**src/rtl/piso_frame_ctrl.sv**
```systemverilog
// Parallel-in/serial-out frame sequencer: accepts a word, shifts it out MSB first, then idles GAP_CYCLES.
// Optional even-parity bit after the LSB when PISO_PARITY_EN is defined.
module piso_frame_ctrl #(
    parameter int WIDTH      = 4,
    parameter int GAP_CYCLES = 1
) (
    input  logic             clk,
    input  logic             rst,
    input  logic             in_valid,
    input  logic [WIDTH-1:0] in_data,
    output logic             in_ready,
    output logic             sout,
    output logic             sout_valid,
    output logic             frame_start,
    output logic             done,
    output logic             busy
);

    localparam int            CW       = (WIDTH > 1) ? $clog2(WIDTH) : 1;
    localparam logic [CW-1:0] BIT_LAST = CW'(WIDTH - 1);
    localparam logic [3:0]    GAP_LOAD = 4'((GAP_CYCLES > 0) ? GAP_CYCLES - 1 : 0);

`ifdef PISO_PARITY_EN
    typedef enum logic [1:0] {IDLE = 2'd0, SHIFT = 2'd1, PAR = 2'd2, GAP = 2'd3} state_t;
`else
    typedef enum logic [1:0] {IDLE = 2'd0, SHIFT = 2'd1, GAP = 2'd3} state_t;
`endif

    state_t            state;
    state_t            state_next;
    state_t            after_frame;
    logic [WIDTH-1:0]  shreg;
    logic [CW-1:0]     bitcnt;
    logic [3:0]        gapcnt;
`ifdef PISO_PARITY_EN
    logic              par_bit;
`endif

    assign after_frame = (GAP_CYCLES > 0) ? GAP : IDLE;

    // NOTE: reset lives inside the clocked block because the reset is synchronous.
    always_ff @(posedge clk) begin
        if (rst) begin
            state <= IDLE;
        end else begin
            state <= state_next;
        end
    end

    // NOTE: every output and next-state gets a default first so no latch is inferred.
    always_comb begin
        state_next  = state;
        in_ready    = 1'b0;
        sout        = 1'b0;
        sout_valid  = 1'b0;
        frame_start = 1'b0;
        done        = 1'b0;
        busy        = 1'b1;
        case (state)
            IDLE: begin
                in_ready = 1'b1;
                busy     = 1'b0;
                if (in_valid) begin
                    state_next = SHIFT;
                end
            end
            SHIFT: begin
                sout        = shreg[WIDTH-1];
                sout_valid  = 1'b1;
                frame_start = (bitcnt == BIT_LAST);
                if (bitcnt == '0) begin
`ifdef PISO_PARITY_EN
                    state_next = PAR;
`else
                    done       = 1'b1;
                    state_next = after_frame;
`endif
                end
            end
`ifdef PISO_PARITY_EN
            PAR: begin
                sout       = par_bit;
                sout_valid = 1'b1;
                done       = 1'b1;
                state_next = after_frame;
            end
`endif
            GAP: begin
                if (gapcnt == '0) begin
                    state_next = IDLE;
                end
            end
            default: begin
                state_next = IDLE;
            end
        endcase
    end

    // NOTE: all sequential state uses non-blocking assignments so every register sees pre-edge values.
    always_ff @(posedge clk) begin
        if (rst) begin
            shreg  <= '0;
            bitcnt <= '0;
            gapcnt <= '0;
`ifdef PISO_PARITY_EN
            par_bit <= 1'b0;
`endif
        end else begin
            if (state == IDLE && in_valid) begin
                shreg  <= in_data;
                bitcnt <= BIT_LAST;
`ifdef PISO_PARITY_EN
                par_bit <= ^in_data;
`endif
            end else if (state == SHIFT) begin
                shreg <= {shreg[WIDTH-2:0], 1'b0};
                if (bitcnt != '0) begin
                    bitcnt <= bitcnt - CW'(1);
                end
            end

            // Gap counter loads on entry and holds at 0 once the gap has expired.
            if (state_next == GAP && state != GAP) begin
                gapcnt <= GAP_LOAD;
            end else if (state == GAP && gapcnt != '0) begin
                gapcnt <= gapcnt - 4'd1;
            end
        end
    end

endmodule

```
**config.mk**
```make
export PLATFORM = sky130hd
export DESIGN_NAME = piso_frame_ctrl
export DESIGN_NICKNAME = d
export VERILOG_FILES = /design/src/rtl/piso_frame_ctrl.sv
export SDC_FILE = /design/constraint.sdc
export NUM_CORES = 1
export LEC_CHECK = 0
export BUFFER_PORTS_ARGS = -buffer_cell sky130_fd_sc_hd__buf_2
export CAP_MARGIN = 30
export CORE_ASPECT_RATIO = 0.9
export CORE_MARGIN = 10
export CORE_UTILIZATION = 30
export CTS_CLUSTER_SIZE = 25
export DETAILED_ROUTE_END_ITERATION = 10
export SYNTH_ARGS = -nofsm -noshare
export SYNTH_HDL_FRONTEND = slang
export SYNTH_SLANG_ARGS = --single-unit
export TNS_END_PERCENT = 30
```
**constraint.sdc**
```tcl
create_clock -name clk -period 2 [get_ports clk]
set_clock_uncertainty 0.15 [all_clocks]
set_input_delay 0 -clock clk [delete_from_list [all_inputs] [get_ports clk]]
set_output_delay 0 -clock clk [all_outputs]
set_load 0.03 [all_outputs]
```
==> results of run 1 <==
==> metal layers <==
metal  GRT usage  routed length, um  vias up
met4     0.06154                 55        0
met2     0.08886                526       12
li1            -                  -      293
met1     0.08678                718      239
met5           0                  0        -
met3     0.01254                 31        5
==> cell families (layout without fill, tap and decap cells) <==
family / after synthesis / after routing / share of synthesized area
compound gates: 22 / 22 / 0.2407
simple gates: 22 / 22 / 0.2033
flops: 12 / 12 / 0.3983
buf+inv: 12 / 32 / 0.07883
fa+ha+maj: 3 / 3 / 0.06225
mux: 1 / 1 / 0.01660
==> power groups by stage <==
stage | clock (W) | combinational (W) | sequential [W]
floorplan | 0 | 0.0000929 | 0.000268
global placement | 0 | 0.000113 | 0.000277
detailed placement | 0 | 0.000115 | 0.000277
global route | 0.000206 | 0.000146 | 0.000274
CTS | 0.000198 | 0.000128 | 0.000271
finish | 0.000195 | 0.000129 | 0.000271
==> final cells by class <==
cell class | instances | area (um2)
Fill cell | 200 | 1117
Multi-Input combinational cell | 48 | 324.1
Sequential cell | 12 | 241.5
Timing Repair Buffer | 19 | 130.1
Clock buffer | 4 | 36.28
Inverter | 9 | 33.78
Tap cell | 25 | 31.28
==> registers in the layout, indices dropped and copies added, names as in the netlist <==
name and count:
state 2, bitcnt 2, gapcnt 4, shreg 4
==> path summary, 6_finish.rpt <==
path                                                to  cells past startpoint                   start  slack, ps
worst min register to register  gapcnt[1]$_SDFFE_PP0P_                      2  gapcnt[1]$_SDFFE_PP0P_        330
worst max register to register     state[0]$_SDFF_PP0_                      6  gapcnt[0]$_SDFFE_PP0P_         90
worst min-delay path             shreg[2]$_SDFFE_PP0P_                      4                in_valid         70
worst max-delay path               state[0]$_SDFF_PP0_                      6  gapcnt[0]$_SDFFE_PP0P_         90
==> stage by stage <==
stage               area (um2)  total power [W]  setup WS [ps]    util  hold slack [ps]
floorplan                603.1        0.0003608          367.8       -            15.85
global placement         680.7        0.0003893          485.4  0.3556            116.7
detailed placement       680.7        0.0003923          405.3  0.3556            133.1
CTS                      787.0        0.0005968          16.00  0.4111            60.75
global route             797.0        0.0006260          6.747  0.4163            100.0
finish                   797.0        0.0005950          89.77  0.4163            74.56
==> synth_stat cells, types with 2 or more instances <==
master	count	area [um2]
or3_1	2	12.51
ha_1	3	37.54
nor2_1	6	22.52
o21ai_0	3	15.01
buf_2	2	10.01
nand2b_1	2	12.51
dfxtp_1	12	240.2
nand2_1	2	7.510
a21oi_1	5	25.02
o22ai_1	3	18.77
inv_1	9	33.78
nor3b_1	2	15.01
nor2b_1	2	12.51
and2_1	2	12.51
a211oi_1	4	30.03
==> worst register-to-register path: cells and delay by family (launching register included) <==
family,cells,cell delay (ps)
simple gates,2,460
compound gates,1,130
flops,1,340
fa+ha+maj,1,200
buf+inv,2,590
==> repair_timing <==
| action | in CTS | in global routing |
|---|---|---|
| setup endpoints to repair | 0 | 1 |
| gates resized for setup | 0 | 3 |
| hold endpoints to repair | 8 | 0 |
| hold buffers | 7 | 0 |
==> impl_metrics.toml, run 1 <==
[yosys]
async_reset_ff_frac = 0
syn_area_um2 = 603.1
postSynthCellCount = 72
synth_edf_count = 0
synth.avg_cell_area_um2 = 8.376
ys_seq_area_frac = 0.3983
ys.flop_type = "dfxtp_1"
ys_ff_latch = 12
synth_fp_nets = 82
synth.distinct_cells = 28
yosys_warnings = 0

[global_routing]
grt_pass1_vias = 533
grt_antenna_before_repair = 0
grt_util_all_layers = 0.06725
grt_max_degree = 11
grt-ovfl-total = 0
grt_pass1_wl_um = 2263

[pwr]
ir_drop_v = 0.0002885
p_switching_w = 0.0001729
clkPwrFrac = 0.327
p_leak_nw = 0.3485
power_frac_comb = 0.217
cellPowerDensity_nw_per_um2 = 746.5
intPower_w = 0.0004221
seqPwrFrac = 0.455
swShare = 0.2905

[die]
die_w_um = 67.26
io_pins = 13
core_area_um2 = 1914
rows = 15
dieArea_um2 = 4206
initial_core_util = 0.3150
die_h_um = 62.54

[worst_setup_path]
start_kind = "flop"
path_cells = "inv_1 > ha_1 > nor3b_2 > or2_1 > a21oi_2 > dlygate4sd3_1"
critPathRequiredTime_ps = 2080
worstSetupPathType = "flop to flop"
cp_slowest_stage_delay_ps = 550
crit_path_max_fanout = 4
endpoint_kind = "flop"
cp.arrival_ps = 1990
critPathTopFamily = "buffers and inverters"
crit_slowest_cell = "dlygate4sd3_1"
timing.critical_path.buf_inv = 2

[cts]
cts.reportedPaths.clkPinSlew_ps = 80
htreeDepth = 1
clk_latency_ps = 280
cts_inserted_buffers = 3
cts_tree = "yes"
cts_setup_buffers = 0
cts-root-buf = "clkbuf_4"
cts.sinks = 12
cts_buffer_depth = 2

[timing]
rsz0062_at_grt = "false"
fin_tns_setup_ps = 0
finalSetupViolCount = 0
slew_viol_final = 0
fin_crit_sh = 0.9551
relSlewSlack = 0.7575
tightest_slew_ps = 363.0
fmax_mhz = 523.5
final.min_clock_period_ps = 1910
hold_viol_final = 0

[run_status]
status = "finished, final reports clean"

[drt]
ant_nets = 0
drt_iter0_markers = 13
drcViolationCount = 0
wirelength_um = 1331
drt_pass1_iterations = 4
wl_per_cell_um = 11.38
vias = 549
vias_per_cell = 4.692

[placed_design]
post-dp-hpwl_um = 973.2
portBuffers = 12
dp.cells = 106
globalplace.congestion = 0.7139

[cells_and_area]
drive_gt1_frac = 0.2283
final_nets = 103
diodes = 0
finalNonFillerCells = 117
area_delta_synth_final_pct = 32.16
mostFrequentLayoutCell = "buf_2"
mostFrequentLayoutCells = "buf_2 (12), dfxtp_1 (11), inv_1 (9), dlygate4sd3_1 (7), nor2_1 (6)"

[run]
drv_cap = 0

[worst_hold_path]
hold_path.class = "primary input to flop"
Power figures use the tool's default switching activity.
==> run 2: changes to the inputs <==
--- a/config.mk
+++ b/config.mk
@@ -12,6 +12,7 @@
 export CORE_UTILIZATION = 30
 export CTS_CLUSTER_SIZE = 25
 export DETAILED_ROUTE_END_ITERATION = 10
+export HOLD_SLACK_MARGIN = 0.08
 export SYNTH_ARGS = -nofsm -noshare
 export SYNTH_HDL_FRONTEND = slang
 export SYNTH_SLANG_ARGS = --single-unit
==> impl_metrics.toml, run 2 (synthesis gave the netlist of run 1 again) <==
[run_status]
status = "finished, final reports clean"

[die]
die_w_um = 67.26
rows = 15
die_h_um = 62.54
dieArea_um2 = 4206
initial_core_util = 0.3150
io_pins = 13
core_area_um2 = 1914

[worst_setup_path]
start_kind = "flop"
critPathRequiredTime_ps = 2040
r2r_cells = 4
critPathTopFamily = "buffers and inverters"
crit_path_max_fanout = 10
crit_slowest_cell = "dlygate4sd3_1"
timing.critical_path.buf_inv = 1
endpoint_kind = "flop"
cp_slowest_stage_delay_ps = 580
path_cells = "nand2b_1 > o22ai_1 > dlygate4sd3_1 > a211oi_1"
cp.arrival_ps = 1960
path_depth = 4
worstSetupPathType = "flop to flop"

[timing]
rsz0062_at_grt = "false"
fmax_mhz = 519.2
slew_viol_final = 0
fin_tns_setup_ps = 0
fin_crit_sh = 0.9630
final.min_clock_period_ps = 1926
relSlewSlack = 0.7534
tightest_slew_ps = 369.1
finalSetupViolCount = 0
hold_viol_final = 0

[drt]
ant_nets = 0
drt_pass1_iterations = 4
vias_per_cell = 4.810
wirelength_um = 1459
wl_per_cell_um = 12.06
vias = 582
drcViolationCount = 0
drt_iter0_markers = 9

[global_routing]
grt_util_all_layers = 0.07601
grt_pass1_vias = 575
grt-ovfl-total = 0
grt_pass1_wl_um = 2525
grt_antenna_before_repair = 0
grt_max_degree = 11

[cts]
cts.reportedPaths.clkPinSlew_ps = 80
cts_inserted_buffers = 3
clk_latency_ps = 280
cts_tree = "yes"
cts-root-buf = "clkbuf_4"
htreeDepth = 1
cts.sinks = 12
cts_buffer_depth = 2

[cells_and_area]
drive_gt1_frac = 0.2188
largestRegisters = "gapcnt: 4 flops, shreg: 4 flops"
mostFrequentLayoutCell = "buf_2"
area_delta_synth_final_pct = 38.80
diodes = 0
final_nets = 107
mostFrequentLayoutCells = "buf_2 (12), dfxtp_1 (11), dlygate4sd3_1 (11), inv_1 (9), nor2_1 (6)"
fin_area_um2 = 837.1

[placed_design]
globalplace.congestion = 0.7139
dpl-instance-area_um2 = 680.7
post-dp-hpwl_um = 973.2
portBuffers = 12

[pwr]
p_leak_nw = 0.3672
ir_drop_v = 0.0002979
cellPowerDensity_nw_per_um2 = 730.0

[run]
drv_cap = 0

[worst_hold_path]
hold_path.class = "flop to flop"
hold_path_depth = 2
run 2: cell types whose count changed in the layout (fill, tap and decap cells not counted):
cell,before,now
dlygate4sd3_1,7,11
run 2: final timing paths:
| check | start | to | slack, ps |
|---|---|---|---|
| worst max register to register | state[0]$_SDFF_PP0_ | shreg[2]$_SDFFE_PP0P_ | 70 |
| worst min register to register | gapcnt[1]$_SDFFE_PP0P_ | gapcnt[1]$_SDFFE_PP0P_ | 330 |
| worst min-delay path | gapcnt[1]$_SDFFE_PP0P_ | gapcnt[1]$_SDFFE_PP0P_ | 330 |
| worst max-delay path | state[0]$_SDFF_PP0_ | shreg[2]$_SDFFE_PP0P_ | 70 |
run 2: worst min-delay path, delay by kind of cell, from the launching register on:
family                 cells  cell delay, ps
AO/OA/AOI/OAI              1              60
buffers and inverters      1              60
flip-flops                 1             310
run 2: through the flow:
| stage | cells | hold WS (ps) | setup WS (ps) | utilization | power (W) |
|---|---|---|---|---|---|
| after floorplan | 72 | 15.85 | 367.8 | - | 0.0003608 |
| after global placement | 106 | 116.7 | 485.4 | 0.3556 | 0.0003893 |
| after detailed placement | 106 | 133.1 | 405.3 | 0.3556 | 0.0003923 |
| after CTS | 121 | 341.6 | 16.00 | 0.4320 | 0.0006086 |
| after global routing | 121 | 379.2 | 6.551 | 0.4373 | 0.0006413 |
| final | 121 | 330.7 | 74.07 | 0.4373 | 0.0006110 |
run 2: final cells by class:
type | instances | area, um2
fill | 197 | 1077
tap | 25 | 31.28
multi-input combinational | 48 | 324.1
timing repair buffer | 23 | 170.2
inverter | 9 | 33.78
clock buffer | 4 | 36.28
sequential | 12 | 241.5
run 2: power breakdown:
part	switching [W]	total, W	internal [W]
Combinational	0.0000779	0.000144	0.0000661
Clock	0.0000847	0.000196	0.000111
Sequential	0.0000156	0.000271	0.000256
Total	0.000178	0.000611	0.000433
run 2: timing repair:
item                                   4_1_cts  5_1_grt
hold buffers                                11        0
endpoints found under the hold margin       12        0
gates resized for setup                      0        3
setup buffers                                0        0
setup endpoints to repair                    0        1
run 2: metal layers:
metal / wire (um) / global-route usage
met2: 663 / 0.1114
met3: 48 / 0.01254
met4: 53 / 0.06154
met5: 0 / 0
met1: 694 / 0.09284
==> run 3: changes to the inputs <==
--- a/config.mk
+++ b/config.mk
@@ -10,6 +10,7 @@
 export CORE_ASPECT_RATIO = 0.9
 export CORE_MARGIN = 10
 export CORE_UTILIZATION = 30
+export CTS_BUF_LIST = sky130_fd_sc_hd__clkbuf_8
 export CTS_CLUSTER_SIZE = 25
 export DETAILED_ROUTE_END_ITERATION = 10
 export HOLD_SLACK_MARGIN = 0.08
==> impl_metrics.toml, run 3 (synthesis gave the netlist of run 1 again) <==
[run_status]
status = "finished, final reports clean"

[timing]
fin_tns_setup_ps = 0
finalSetupViolCount = 0
relSlewSlack = 0.7477
fin_crit_sh = 0.8417
hold_viol_final = 0
fmax_mhz = 594.1
slew_viol_final = 0
rsz0062_at_grt = "false"
final.min_clock_period_ps = 1683
tightest_slew_ps = 377.6

[cts]
htreeDepth = 1
cts_tree = "yes"
cts_buffer_depth = 2
cts-root-buf = "clkbuf_8"
clk_latency_ps = 240
cts.sinks = 12
cts.reportedPaths.clkPinSlew_ps = 50
cts_inserted_buffers = 3

[run]
drv_cap = 0

[worst_setup_path]
ff2ff_setup_slack_ps = 320
cp.arrival_ps = 1670
r2r_cells = 4
worstSetupPathType = "flop to flop"
endpoint_kind = "flop"
r2r_start = "state[0]$_SDFF_PP0_"
start_kind = "flop"
critPathRequiredTime_ps = 1980
crit_path_max_fanout = 10
r2r-end = "shreg[0]$_SDFFE_PP0P_"

[pwr]
power_frac_comb = 0.192
seqPwrFrac = 0.410
cellPowerDensity_nw_per_um2 = 823.6
ir_drop_v = 0.0004302
clkPwrFrac = 0.398
intPower_w = 0.0004846
swShare = 0.2697
p_leak_nw = 0.3521
p_switching_w = 0.0001790

[global_routing]
grt_antenna_before_repair = 0
grt_max_degree = 11
grt-ovfl-total = 0
grt_util_all_layers = 0.07250
grt_pass1_wl_um = 2394
grt_pass1_vias = 546

[cells_and_area]
final_nets = 103
drive_gt1_frac = 0.1957
mostFrequentLayoutCells = "dfxtp_1 (12), buf_2 (12), inv_1 (9), dlygate4sd3_1 (7), nor2_1 (6)"
area_delta_synth_final_pct = 33.61
largestRegisters = "gapcnt: 4 flops, shreg: 4 flops"
finalNonFillerCells = 117
nFillCells = 204
diodes = 0

[die]
die_h_um = 62.54
io_pins = 13
dieArea_um2 = 4206
initial_core_util = 0.3150
rows = 15
die_w_um = 67.26
core_area_um2 = 1914

[worst_hold_path]
hold_path_depth = 2
hold_end = "gapcnt[1]$_SDFFE_PP0P_"
hold_path.class = "flop to flop"
min_from = "gapcnt[1]$_SDFFE_PP0P_"

[drt]
drt_pass1_iterations = 4
drt_iter0_markers = 13
ant_nets = 0
wirelength_um = 1344
vias_per_cell = 4.803
wl_per_cell_um = 11.49
vias = 562
drcViolationCount = 0

[placed_design]
portBuffers = 12
dp.cells = 106
post-dp-hpwl_um = 973.2
globalplace.congestion = 0.7139
[run 3: cell types whose count changed in the layout (fill, tap and decap cells not counted)]
cell and delta:
dlygate4sd3_1 -4, clkbuf_4 -3, clkbuf_8 +3, a21oi_1 +1, a21oi_2 -1, dfxtp_1 +1
dfxtp_2 -1, nor3b_1 +1, nor3b_2 -1
[run 3: through the flow]
step	power, W	util	hold WS [ps]	area (um2)	setup slack [ps]
2_1_floorplan	0.0003608	-	15.85	603.1	367.8
3_3_place_gp	0.0003893	0.3556	116.7	680.7	485.4
3_5_place_dp	0.0003923	0.3556	133.1	680.7	405.3
4_1_cts	0.0006674	0.4209	338.6	805.8	313.0
5_1_grt	0.0006957	0.4209	375.9	805.8	190.5
6_report	0.0006636	0.4209	328.2	805.8	316.7
[run 3: routing by layer]
layer | global-route usage | share of wire | vias up
met2 | 0.09834 | 0.42 | 14
met3 | 0.01792 | 0.030 | 5
met5 | 0 | 0 | -
met1 | 0.09082 | 0.51 | 251
li1 | - | - | 292
met4 | 0.06154 | 0.041 | 0
[run 3: area by class of cell]
cell class              instances  area [um2]  area share
flip-flops and latches         12       240.2      0.2981
inverters                       9       33.78     0.04193
clock buffers                   4       55.05     0.06832
repair buffers                 19       130.1      0.1615
well taps                      25       31.28     0.03882
multi-input cells              48       315.3      0.3913
[run 3: worst max path at each step]
stage | endpoint | slack (ps) | depth (start not counted) | startpoint
after floorplan | gapcnt[1]$_SDFFE_PP0P_ | 370 | 4 | state[0]$_SDFF_PP0_
after global placement | bitcnt[0]$_SDFFE_PP0P_ | 490 | 5 | bitcnt[0]$_SDFFE_PP0P_
after detailed placement | bitcnt[0]$_SDFFE_PP0P_ | 410 | 5 | bitcnt[0]$_SDFFE_PP0P_
after CTS | done | 310 | 4 | state[0]$_SDFF_PP0_
after global routing | done | 190 | 4 | state[0]$_SDFF_PP0_
final | shreg[0]$_SDFFE_PP0P_ | 320 | 4 | state[0]$_SDFF_PP0_
[run 3: what timing repair did]
action,CTS,global route
endpoints found under the hold margin,9,0
endpoints found under the setup margin,0,0
gates resized for setup,0,0
hold buffers,7,0
buffers inserted,0,0
[run 3: power by group through the flow]
stage	Sequential, W	Combinational, W	Clock [W]
3_3_place_gp	0.000277	0.000113	0
3_5_place_dp	0.000277	0.000115	0
5_1_grt	0.000275	0.000145	0.000276
6_report	0.000272	0.000127	0.000264
2_1_floorplan	0.000268	0.0000929	0
4_1_cts	0.000272	0.000127	0.000268
[run 3: worst max-delay path, cell delays in order, from the launching register on]
cell           delay (ps)
dfxtp_1               490
o21bai_1              170
a32oi_1               160
dlygate4sd3_1         570
nor2_1                 40
